## src/rtl/eth_pkg.sv

```systemverilog
// Shared Ethernet ingress definitions: header layout, CRC-32 constants and
// the parser state encoding used by the switch ingress path.
package eth_pkg;

    localparam int HEADER_DWIDTH  = 128;
    localparam int HDR_FIELD_BITS = 112;
    localparam int HDR_BYTES      = 14;

    localparam int HDR_VALID_BIT = 115;
    localparam int HDR_CTRL_BIT  = 114;
    localparam int HDR_PORT_HI   = 113;
    localparam int HDR_PORT_LO   = 112;
    localparam int HDR_DST_HI    = 111;
    localparam int HDR_DST_LO    = 64;
    localparam int HDR_SRC_HI    = 63;
    localparam int HDR_SRC_LO    = 16;
    localparam int HDR_TYPE_HI   = 15;
    localparam int HDR_TYPE_LO   = 0;

    localparam logic [31:0] CRC32_POLY    = 32'hEDB88320;
    localparam logic [31:0] CRC32_INIT    = 32'hFFFFFFFF;
    localparam logic [31:0] CRC32_RESIDUE = 32'hDEBB20E3;

    localparam logic [43:0] CTRL_MAC_PREFIX = 44'h0180C200000;

    typedef enum logic [2:0] {
        ST_IDLE,
        ST_HDR,
        ST_BODY,
        ST_COMMIT,
        ST_DROP
    } parse_state_t;

    // 01:80:C2:00:00:0X is the IEEE reserved link-local block (BPDU, PAUSE, LACP...).
    function automatic logic is_ctrl_mac(input logic [47:0] dst);
        return dst[47:4] == CTRL_MAC_PREFIX;
    endfunction

    function automatic logic [HEADER_DWIDTH-1:0] make_header(
        input logic                      valid,
        input logic [1:0]                port,
        input logic [HDR_FIELD_BITS-1:0] fields
    );
        logic [HEADER_DWIDTH-1:0] h;
        h = '0;
        h[HDR_VALID_BIT]               = valid;
        h[HDR_CTRL_BIT]                = is_ctrl_mac(fields[HDR_DST_HI:HDR_DST_LO]);
        h[HDR_PORT_HI:HDR_PORT_LO]     = port;
        h[HDR_DST_HI:HDR_DST_LO]       = fields[HDR_DST_HI:HDR_DST_LO];
        h[HDR_SRC_HI:HDR_SRC_LO]       = fields[HDR_SRC_HI:HDR_SRC_LO];
        h[HDR_TYPE_HI:HDR_TYPE_LO]     = fields[HDR_TYPE_HI:HDR_TYPE_LO];
        return h;
    endfunction

endpackage

```

## src/rtl/crc32_d8.sv

```systemverilog
// Combinational CRC-32 (reflected, 0xEDB88320) update for one byte.
// The CRC state register lives in the caller.
module crc32_d8
    import eth_pkg::*;
(
    input  logic [31:0] crc_in,
    input  logic [7:0]  data,
    output logic [31:0] crc_out
);

    logic [31:0] c;

    always_comb begin
        // NOTE: blocking assignments here so each loop step sees the previous one.
        c = crc_in ^ {24'h0, data};
        for (int i = 0; i < 8; i++) begin
            c = c[0] ? ((c >> 1) ^ CRC32_POLY) : (c >> 1);
        end
        crc_out = c;
    end

endmodule

```

## src/rtl/rx_frame_parser.sv

```systemverilog
// Per-PHY ingress parser: writes the frame body (FCS included) to the body
// FIFO and one 128-bit header word per frame to the header FIFO.
module rx_frame_parser
    import eth_pkg::*;
#(
    parameter logic [1:0] PORT_ID   = 2'd0,
    parameter int         MIN_FRAME = 64,
    parameter int         MAX_FRAME = 1518
) (
    input  logic                     clk,
    input  logic                     rst,
    input  logic [7:0]               rx_data,
    input  logic                     rx_dv,
    input  logic                     rx_er,
    output logic [HEADER_DWIDTH-1:0] h_fifo_din,
    output logic                     h_fifo_wren,
    input  logic                     h_fifo_afull,
    output logic [7:0]               b_fifo_din,
    output logic                     b_fifo_del,
    output logic                     b_fifo_wren,
    input  logic                     b_fifo_afull,
    output logic [15:0]              drop_cnt
);

    localparam logic [10:0] CNT_SAT = 11'h7FF;

    parse_state_t              state;
    logic [31:0]               crc;
    logic [10:0]               byte_cnt;
    logic [HDR_FIELD_BITS-1:0] hdr_fields;
    logic [7:0]                hold_byte;
    logic                      err_seen;
    logic                      truncated;
    logic                      hdr_owed;
    logic                      wait_gap;

    logic        sof;
    logic [31:0] crc_seed;
    logic [31:0] crc_next;
    logic [10:0] cnt_next;
    logic [15:0] drop_next;
    logic        frame_ok;

    // A new frame may start right in the COMMIT cycle when the gap is one cycle.
    always_comb begin
        // NOTE: every output gets a default first so no latch is inferred.
        sof      = 1'b0;
        crc_seed = crc;
        if (rx_dv && ((state == ST_IDLE && !wait_gap) || state == ST_COMMIT)) begin
            sof      = 1'b1;
            crc_seed = CRC32_INIT;
        end
    end

    crc32_d8 u_crc (
        .crc_in  (crc_seed),
        .data    (rx_data),
        .crc_out (crc_next)
    );

    assign cnt_next  = (byte_cnt == CNT_SAT) ? byte_cnt : byte_cnt + 11'd1;
    assign drop_next = (drop_cnt == 16'hFFFF) ? drop_cnt : drop_cnt + 16'd1;
    assign frame_ok  = (crc == CRC32_RESIDUE) &&
                       (int'(byte_cnt) >= MIN_FRAME) &&
                       (int'(byte_cnt) <= MAX_FRAME) &&
                       !err_seen && !truncated;

    always_ff @(posedge clk) begin
        if (rst) begin
            state       <= ST_IDLE;
            crc         <= CRC32_INIT;
            byte_cnt    <= '0;
            hdr_fields  <= '0;
            hold_byte   <= '0;
            err_seen    <= 1'b0;
            truncated   <= 1'b0;
            hdr_owed    <= 1'b0;
            wait_gap    <= 1'b1;
            h_fifo_din  <= '0;
            h_fifo_wren <= 1'b0;
            b_fifo_din  <= '0;
            b_fifo_del  <= 1'b0;
            b_fifo_wren <= 1'b0;
            drop_cnt    <= '0;
        end else begin
            // NOTE: non-blocking only in sequential logic; later assignments win.
            h_fifo_wren <= 1'b0;
            b_fifo_wren <= 1'b0;
            b_fifo_del  <= 1'b0;

            case (state)
                ST_IDLE: begin
                    if (!rx_dv) wait_gap <= 1'b0;
                end

                ST_HDR: begin
                    if (rx_dv) begin
                        byte_cnt <= cnt_next;
                        crc      <= crc_next;
                        err_seen <= err_seen | rx_er;
                        if (int'(byte_cnt) < HDR_BYTES) begin
                            hdr_fields <= {hdr_fields[HDR_FIELD_BITS-9:0], rx_data};
                        end else begin
                            hold_byte <= rx_data;
                            state     <= ST_BODY;
                        end
                    end else begin
                        drop_cnt <= drop_next;
                        state    <= ST_IDLE;
                    end
                end

                ST_BODY: begin
                    b_fifo_wren <= 1'b1;
                    b_fifo_din  <= hold_byte;
                    if (rx_dv) begin
                        byte_cnt <= cnt_next;
                        crc      <= crc_next;
                        err_seen <= err_seen | rx_er;
                        hold_byte <= rx_data;
                        if (int'(cnt_next) == MAX_FRAME + 1) begin
                            b_fifo_del <= 1'b1;
                            truncated  <= 1'b1;
                            hdr_owed   <= 1'b1;
                            state      <= ST_DROP;
                        end
                    end else begin
                        b_fifo_del <= 1'b1;
                        state      <= ST_COMMIT;
                    end
                end

                ST_COMMIT: begin
                    h_fifo_wren <= 1'b1;
                    h_fifo_din  <= make_header(frame_ok, PORT_ID, hdr_fields);
                    state       <= ST_IDLE;
                end

                ST_DROP: begin
                    if (rx_dv) begin
                        byte_cnt <= cnt_next;
                    end else begin
                        if (hdr_owed) begin
                            h_fifo_wren <= 1'b1;
                            h_fifo_din  <= make_header(1'b0, PORT_ID, hdr_fields);
                        end
                        hdr_owed <= 1'b0;
                        state    <= ST_IDLE;
                    end
                end

                default: state <= ST_IDLE;
            endcase

            if (sof) begin
                byte_cnt <= 11'd1;
                if (h_fifo_afull || b_fifo_afull) begin
                    drop_cnt <= drop_next;
                    state    <= ST_DROP;
                end else begin
                    hdr_fields <= {hdr_fields[HDR_FIELD_BITS-9:0], rx_data};
                    crc        <= crc_next;
                    err_seen   <= rx_er;
                    truncated  <= 1'b0;
                    state      <= ST_HDR;
                end
            end
        end
    end

endmodule

```

## config.mk

```make
export PLATFORM = sky130hd
export DESIGN_NAME = rx_frame_parser
export DESIGN_NICKNAME = d
export VERILOG_FILES = /design/src/rtl/eth_pkg.sv /design/src/rtl/crc32_d8.sv /design/src/rtl/rx_frame_parser.sv
export SDC_FILE = /design/constraint.sdc
export NUM_CORES = 1
export LEC_CHECK = 0
export CORE_ASPECT_RATIO = 1.25
export CORE_MARGIN = 3
export CORE_UTILIZATION = 30
export DETAILED_ROUTE_END_ITERATION = 8
export HOLD_SLACK_MARGIN = 0.05
export PLACE_DENSITY = 0.51
export SYNTH_ARGS = -nofsm -noshare
export SYNTH_HDL_FRONTEND = slang
export SYNTH_SLANG_ARGS = --single-unit
```

## constraint.sdc

```tcl
create_clock -name clk -period 3.1 [get_ports clk]
set_input_delay 0.775 -clock clk [delete_from_list [all_inputs] [get_ports clk]]
set_output_delay 0.775 -clock clk [all_outputs]
set_load 0.005 [all_outputs]
```

==> results.toml, run 1 <==
[synth]
synth_top_area_share_pct = 48.5
synthXorXnorAreaFrac_pct = 8.16
synthDistinctLibCells = 61
async_flop_share_pct = 0
ys_top_cells_by_area = "dfxtp_1 (48%), nand2_1 (15%), a21oi_1 (9.9%), xnor2_1 (4.6%), xor2_1 (2.8%)"
yosys.area_share.simple_pct = 22.9
synth_commonest_cells = "nand2_1 (513), dfxtp_1 (311), a21oi_1 (255)"
synth-compound-area-share_pct = 14.0
yosysTopAreaCell = "dfxtp_1"
synthCells = 1622
ys_ff_latch = 311
synthAdderAreaFrac_pct = 0.292
syn_avg_cell_area_um2 = 7.92
synthFlopType = "dfxtp_1"
synthMuxAreaShare_pct = 1.26
ys_warn_count = 0
syn_area_um2 = 12800
seq_area_frac_synth_pct = 48.5
synth_most_common_cell = "nand2_1"
synth_top_family_by_area = "simple AND/OR/NAND/NOR gates"
synth_edf_count = 0

[die]
start_util_pct = 30.5
die_h_um = 237
ioPinCount = 169
num_rows = 84
fp.dieArea_um2 = 45300
die_w_um = 191
coreArea_um2 = 42100

[sta]
holdWs_ps = 450
finalSetupViolCount = 0
finClkSkew_ps = 25.5
hold_viol = 0
relSlewSlack_pct = 28.8
finalCritPeriodShare_pct = 88.7
rsz0062_at_grt = "false"
totalNegativeSetupSlack_ps = 0
tightest_slew_ps = 1070
slew_violations = 0
fmax_ghz = 0.364
min_period_ps = 2750

[power]
ir_worst_vdd_mv = 0.343
intPower_mw = 6.72
power_frac_seq_pct = 45.8
p_per_area_nw_per_um2 = 545
clockPowerShare_pct = 46.4
sw_frac_of_total_pct = 24.3
leakage_nw = 5.58
p_sw_mw = 2.16
p_comb_share_pct = 7.8

[clocking]
cts_root_buf = "clkbuf_16"
cts_sinks = 311
clock_path_buffers = 3
cts_made_buffers = 36
htreeDepth = 2
cts_tree = "done"
path_clk_slew_ps = 60
insertion_delay_ps = 540
cts-resized-gates = 0
hold_buffers = 0
post_cts_buffers = 0

[global_routing]
grt_pass1_wl_um = 59500
globalRouteTotalUtil_pct = 16.1
grt_max_degree = 172
antenna_found_initial = 0
grt_pass1_vias = 10600
gr-total-overflow = 0

[detailed_routing]
wl_per_cell_um = 16.1
ant_nets = 0
vias = 11100
drc_errors = 0
first_pass_iters = 4
drt-initial-drc-count = 723
routed_wl_um = 37500
drt-vias-per-instance = 4.76

[setup_path]
cpMaxStageDelayCell = "or4_1"
critPathMaxStageDelay_ps = 480
cp_data_arrival_time_ps = 3230
endpoint_kind = "flop"
critPathKind = "reg2reg"
startpoint_type = "flop"
crit_buf_inv = 0
worstPathMaxFanout = 7
crit_family = "simple AND/OR/NAND/NOR gates"
crit_chain = "ha_1, nand4_1, or2_1, mux2i_1, or4_1, or3_1, nor3_1, o211a_1"
r2r_cells = 8
worst-path-stages = 8
worstPathRequired_ps = 3580

[layout]
drive_gt1_share_pct = 6.98
nets = 1768
area_growth_pct = 27.0
regArea_um2 = 6230
n_antenna_cell = 0
final_cells = 2336
multi_input_area_um2 = 6090
final_area_um2 = 16300
fillCellCount = 4307

[flow_run]
max_cap_violations = 0

[min_path]
min_path_type = "reg2reg"
min_path_cells = 2

[placed_design]
gp_congestion = 0.898
place_hpwl_um = 25200
dpl-instance-area_um2 = 15200
place_inst = 2272
portBuffers = 154

[status]
status = "complete, no violations"
power by group through the flow:
stage	logic (mW)	registers [mW]	clock network, mW
global placement	0.688	4.15	0
floorplan	0.500	4.13	0
global route	0.750	4.07	4.41
finish	0.691	4.06	4.12
CTS	0.694	4.06	4.25
detailed placement	0.690	4.15	0
final cells by class:
cell class | instances | share of cell area, %
Sequential cell | 311 | 38.2
Multi-Input combinational cell | 1182 | 37.3
Timing Repair Buffer | 211 | 13.0
Clock buffer | 53 | 6.28
Tap cell | 559 | 4.29
Clock inverter | 11 | 0.729
Inverter | 9 | 0.207
layout by cell type (no fill, tap or decap), drive strengths merged, types with 5 or more instances in the layout:
master         Yosys  routed
clkinv             0       6
o211ai            14      14
nand2            513     513
dfxtp            311     311
conb               1      14
mux2i             15      15
nor3              19      19
nor4              11      11
nand4             15      15
nor2              85      85
xor2              41      41
clkbuf            93      53
and3              11      11
nor2b              5       5
and2               5       5
inv                9      11
a21oi            256     256
buf               40      58
o21ai             24      24
nand3             12      12
xnor2             71      71
clkdlybuf4s50      0     153
tightest hold or removal path: stages (launching register included):
cell     delay (ps)
dfxtp_1         300
nand2_1          50
a21oi_1          50
kinds of logic (layout without fill, tap and decap cells):
kind of cell    after synthesis  count (layout)
xor+xnor                    114             114
compound gates              329             329
other cells                   1              14
simple gates                706             706
buf+inv                     142             284
fa+ha+maj                     3               3
mux                          16              16
flops                       311             311
per-layer routing:
layer | part of all wire (%) | global-route usage [%] | vias up
met3 | 4.8 | 2.73 | 47
met1 | 45 | 21.4 | 5252
met4 | 2.3 | 4.61 | 0
li1 | - | - | 5583
met5 | 0 | 0 | -
met2 | 48 | 26.9 | 238
flip-flops by register name (all words and copies together), names as in the netlist:
signal / cells
hold_byte: 8
b_fifo_del: 1
state: 3
b_fifo_wren: 1
byte_cnt: 11
truncated: 1
crc: 32
h_fifo_wren: 1
hdr_fields: 112
wait_gap: 1
hdr_owed: 1
b_fifo_din: 8
drop_cnt: 16
err_seen: 1
h_fifo_din: 114
stage by stage:
stage	util (%)	total power [mW]	setup WS, ps
5_1_grt	38.7	9.22	167
2_1_floorplan	-	4.63	606
6_report	38.7	8.88	351
3_3_place_gp	36.0	4.84	70.7
3_5_place_dp	36.0	4.84	-0.131
4_1_cts	38.7	9.00	346
final timing paths:
path	startpoint	slack, ps	to
worst min-delay path	h_fifo_din[79]	450	h_fifo_din[79]
worst max register to register	byte_cnt[1]	350	truncated
worst min register to register	h_fifo_din[79]	450	h_fifo_din[79]
worst max-delay path	byte_cnt[1]	350	truncated
Power figures use the tool's default switching activity.
==> run 2: changes to the inputs <==
Settings changed: CTS_BUF_LIST set to sky130_fd_sc_hd__clkbuf_16, GPL_TIMING_DRIVEN set to 0.
==> run 2 against run 1 <==
Power shrank 1.1%. Routed wire length is 4.6% higher. First-iteration DRC count shrank 7.9%. Largest cell class unchanged. Global-route usage grew 0.71 points. Sequential power is essentially flat. Cell count rose by 3.0%. Hold slack about the same. Clock skew decreased by 9.2 ps. Highest routed layer is now met5.
==> results.toml, run 2 (same netlist as run 1, synthesis figures left out) <==
[clocking]
path_clk_slew_ps = 60
cts_sinks = 311
cts_root_buf = "clkbuf_16"
hold_buffers = 0
cts_tree = "done"
insertion_delay_ps = 540
clock_path_buffers = 3
cts_made_buffers = 35
htreeDepth = 2

[global_routing]
grt_pass1_wl_um = 60800
gr-total-overflow = 0
antenna_found_initial = 3
grt_max_degree = 14
grt_pass1_vias = 10800
globalRouteTotalUtil_pct = 16.8

[placed_design]
gp_congestion = 0.893
portBuffers = 148
place_hpwl_um = 28500

[setup_path]
worstPathRequired_ps = 3580
worstPathMaxFanout = 7
endpoint_kind = "flop"
critPathKind = "reg2reg"
startpoint_type = "flop"
cp_data_arrival_time_ps = 3390

[detailed_routing]
first_pass_iters = 5
wl_per_cell_um = 16.3
routed_wl_um = 39200
drc_errors = 0
drt-initial-drc-count = 666
ant_nets = 0
vias = 11300
drt-vias-per-instance = 4.70

[die]
die_h_um = 237
die_w_um = 191
fp.dieArea_um2 = 45300
num_rows = 84
coreArea_um2 = 42100
start_util_pct = 30.5
ioPinCount = 169

[layout]
nets = 1837
reg_top3 = "h_fifo_din: 114 flops, hdr_fields: 112 flops, crc: 32 flops"
multi_input_area_um2 = 6080
final_common_cell = "nand2_1"
regArea_um2 = 6230
area_growth_pct = 26.5
top_register = "h_fifo_din"
drive_gt1_share_pct = 5.90
mostFrequentLayoutCells = "nand2_1 (513), dfxtp_1 (311), a21oi_1 (255)"
fillCellCount = 4344
largest_register_ffs = 114

[sta]
min_period_ps = 2900
finClkSkew_ps = 16.3
totalNegativeSetupSlack_ps = 0
relSlewSlack_pct = 36.5
slew_violations = 0
finalCritPeriodShare_pct = 93.7
holdWs_ps = 450
hold_viol = 0
fmax_ghz = 0.344
finalSetupViolCount = 0
tightest_slew_ps = 945
rsz0062_at_grt = "false"

[power]
leakage_nw = 5.58
finalPower_mw = 8.78
ir_worst_vdd_mv = 0.290
p_per_area_nw_per_um2 = 540

[status]
status = "complete, no violations"

[flow_run]
max_cap_violations = 0

[min_path]
min_path_type = "reg2reg"
## run 2: path summary, 6_finish.rpt
path | startpoint | endpoint | slack (ps) | depth (start not counted)
max | byte_cnt[1] | truncated | 200 | 8
min | h_fifo_din[80] | h_fifo_din[80] | 450 | 2
max reg2reg | byte_cnt[1] | truncated | 200 | 8
min reg2reg | h_fifo_din[80] | h_fifo_din[80] | 450 | 2
## run 2: routing by layer
| layer | vias up | track usage (%) | wire (µm) |
|---|---|---|---|
| met5 | - | 0 | 11 |
| met4 | 2 | 5.07 | 957 |
| met3 | 65 | 3.27 | 2170 |
| met2 | 290 | 28.3 | 18700 |
| met1 | 5201 | 21.8 | 17400 |
| li1 | 5742 | - | - |
## run 2: power breakdown
part	switching, mW	internal [mW]	total, mW
Sequential	0.0264	4.02	4.05
Combinational	0.415	0.257	0.671
Clock	1.72	2.33	4.06
Total	2.16	6.61	8.78
## run 2: final cells by class
| cell class | instances | area share (%) |
|---|---|---|
| repair buffers | 150 | 9.23 |
| inverters | 9 | 0.208 |
| diodes | 1 | 0.0154 |
| flip-flops and latches | 311 | 38.3 |
| well taps | 559 | 4.30 |
| multi-input cells | 1182 | 37.4 |
| clock buffers | 35 | 5.39 |
| clock inverters | 28 | 1.46 |
| plain buffers | 131 | 3.67 |
## run 2: repair_timing
action	in CTS	in global routing
resized for setup	9	11
endpoints found under the hold margin	0	0
endpoints found under the setup margin	228	136
pin swaps	1	1
buffers inserted	0	2
## run 2: worst max-delay path, cell delays in order, from the launching register on
cell,delay [ps]
dfxtp_1,430
ha_1,290
nand4_1,160
or2_1,310
mux2i_1,130
or4_1,490
or3_1,480
nor3_1,380
o211a_1,180
## run 2: metrics by stage
stage	instance area (µm²)	instances	worst slack, ps	util [%]
after floorplan	12900	1635	606	-
final	16200	2406	197	38.6
after CTS	16200	2404	32.4	38.5
after global placement	15100	2342	-1310	35.8
after detailed placement	15100	2342	-1300	35.8
after global routing	16200	2406	50.4	38.6
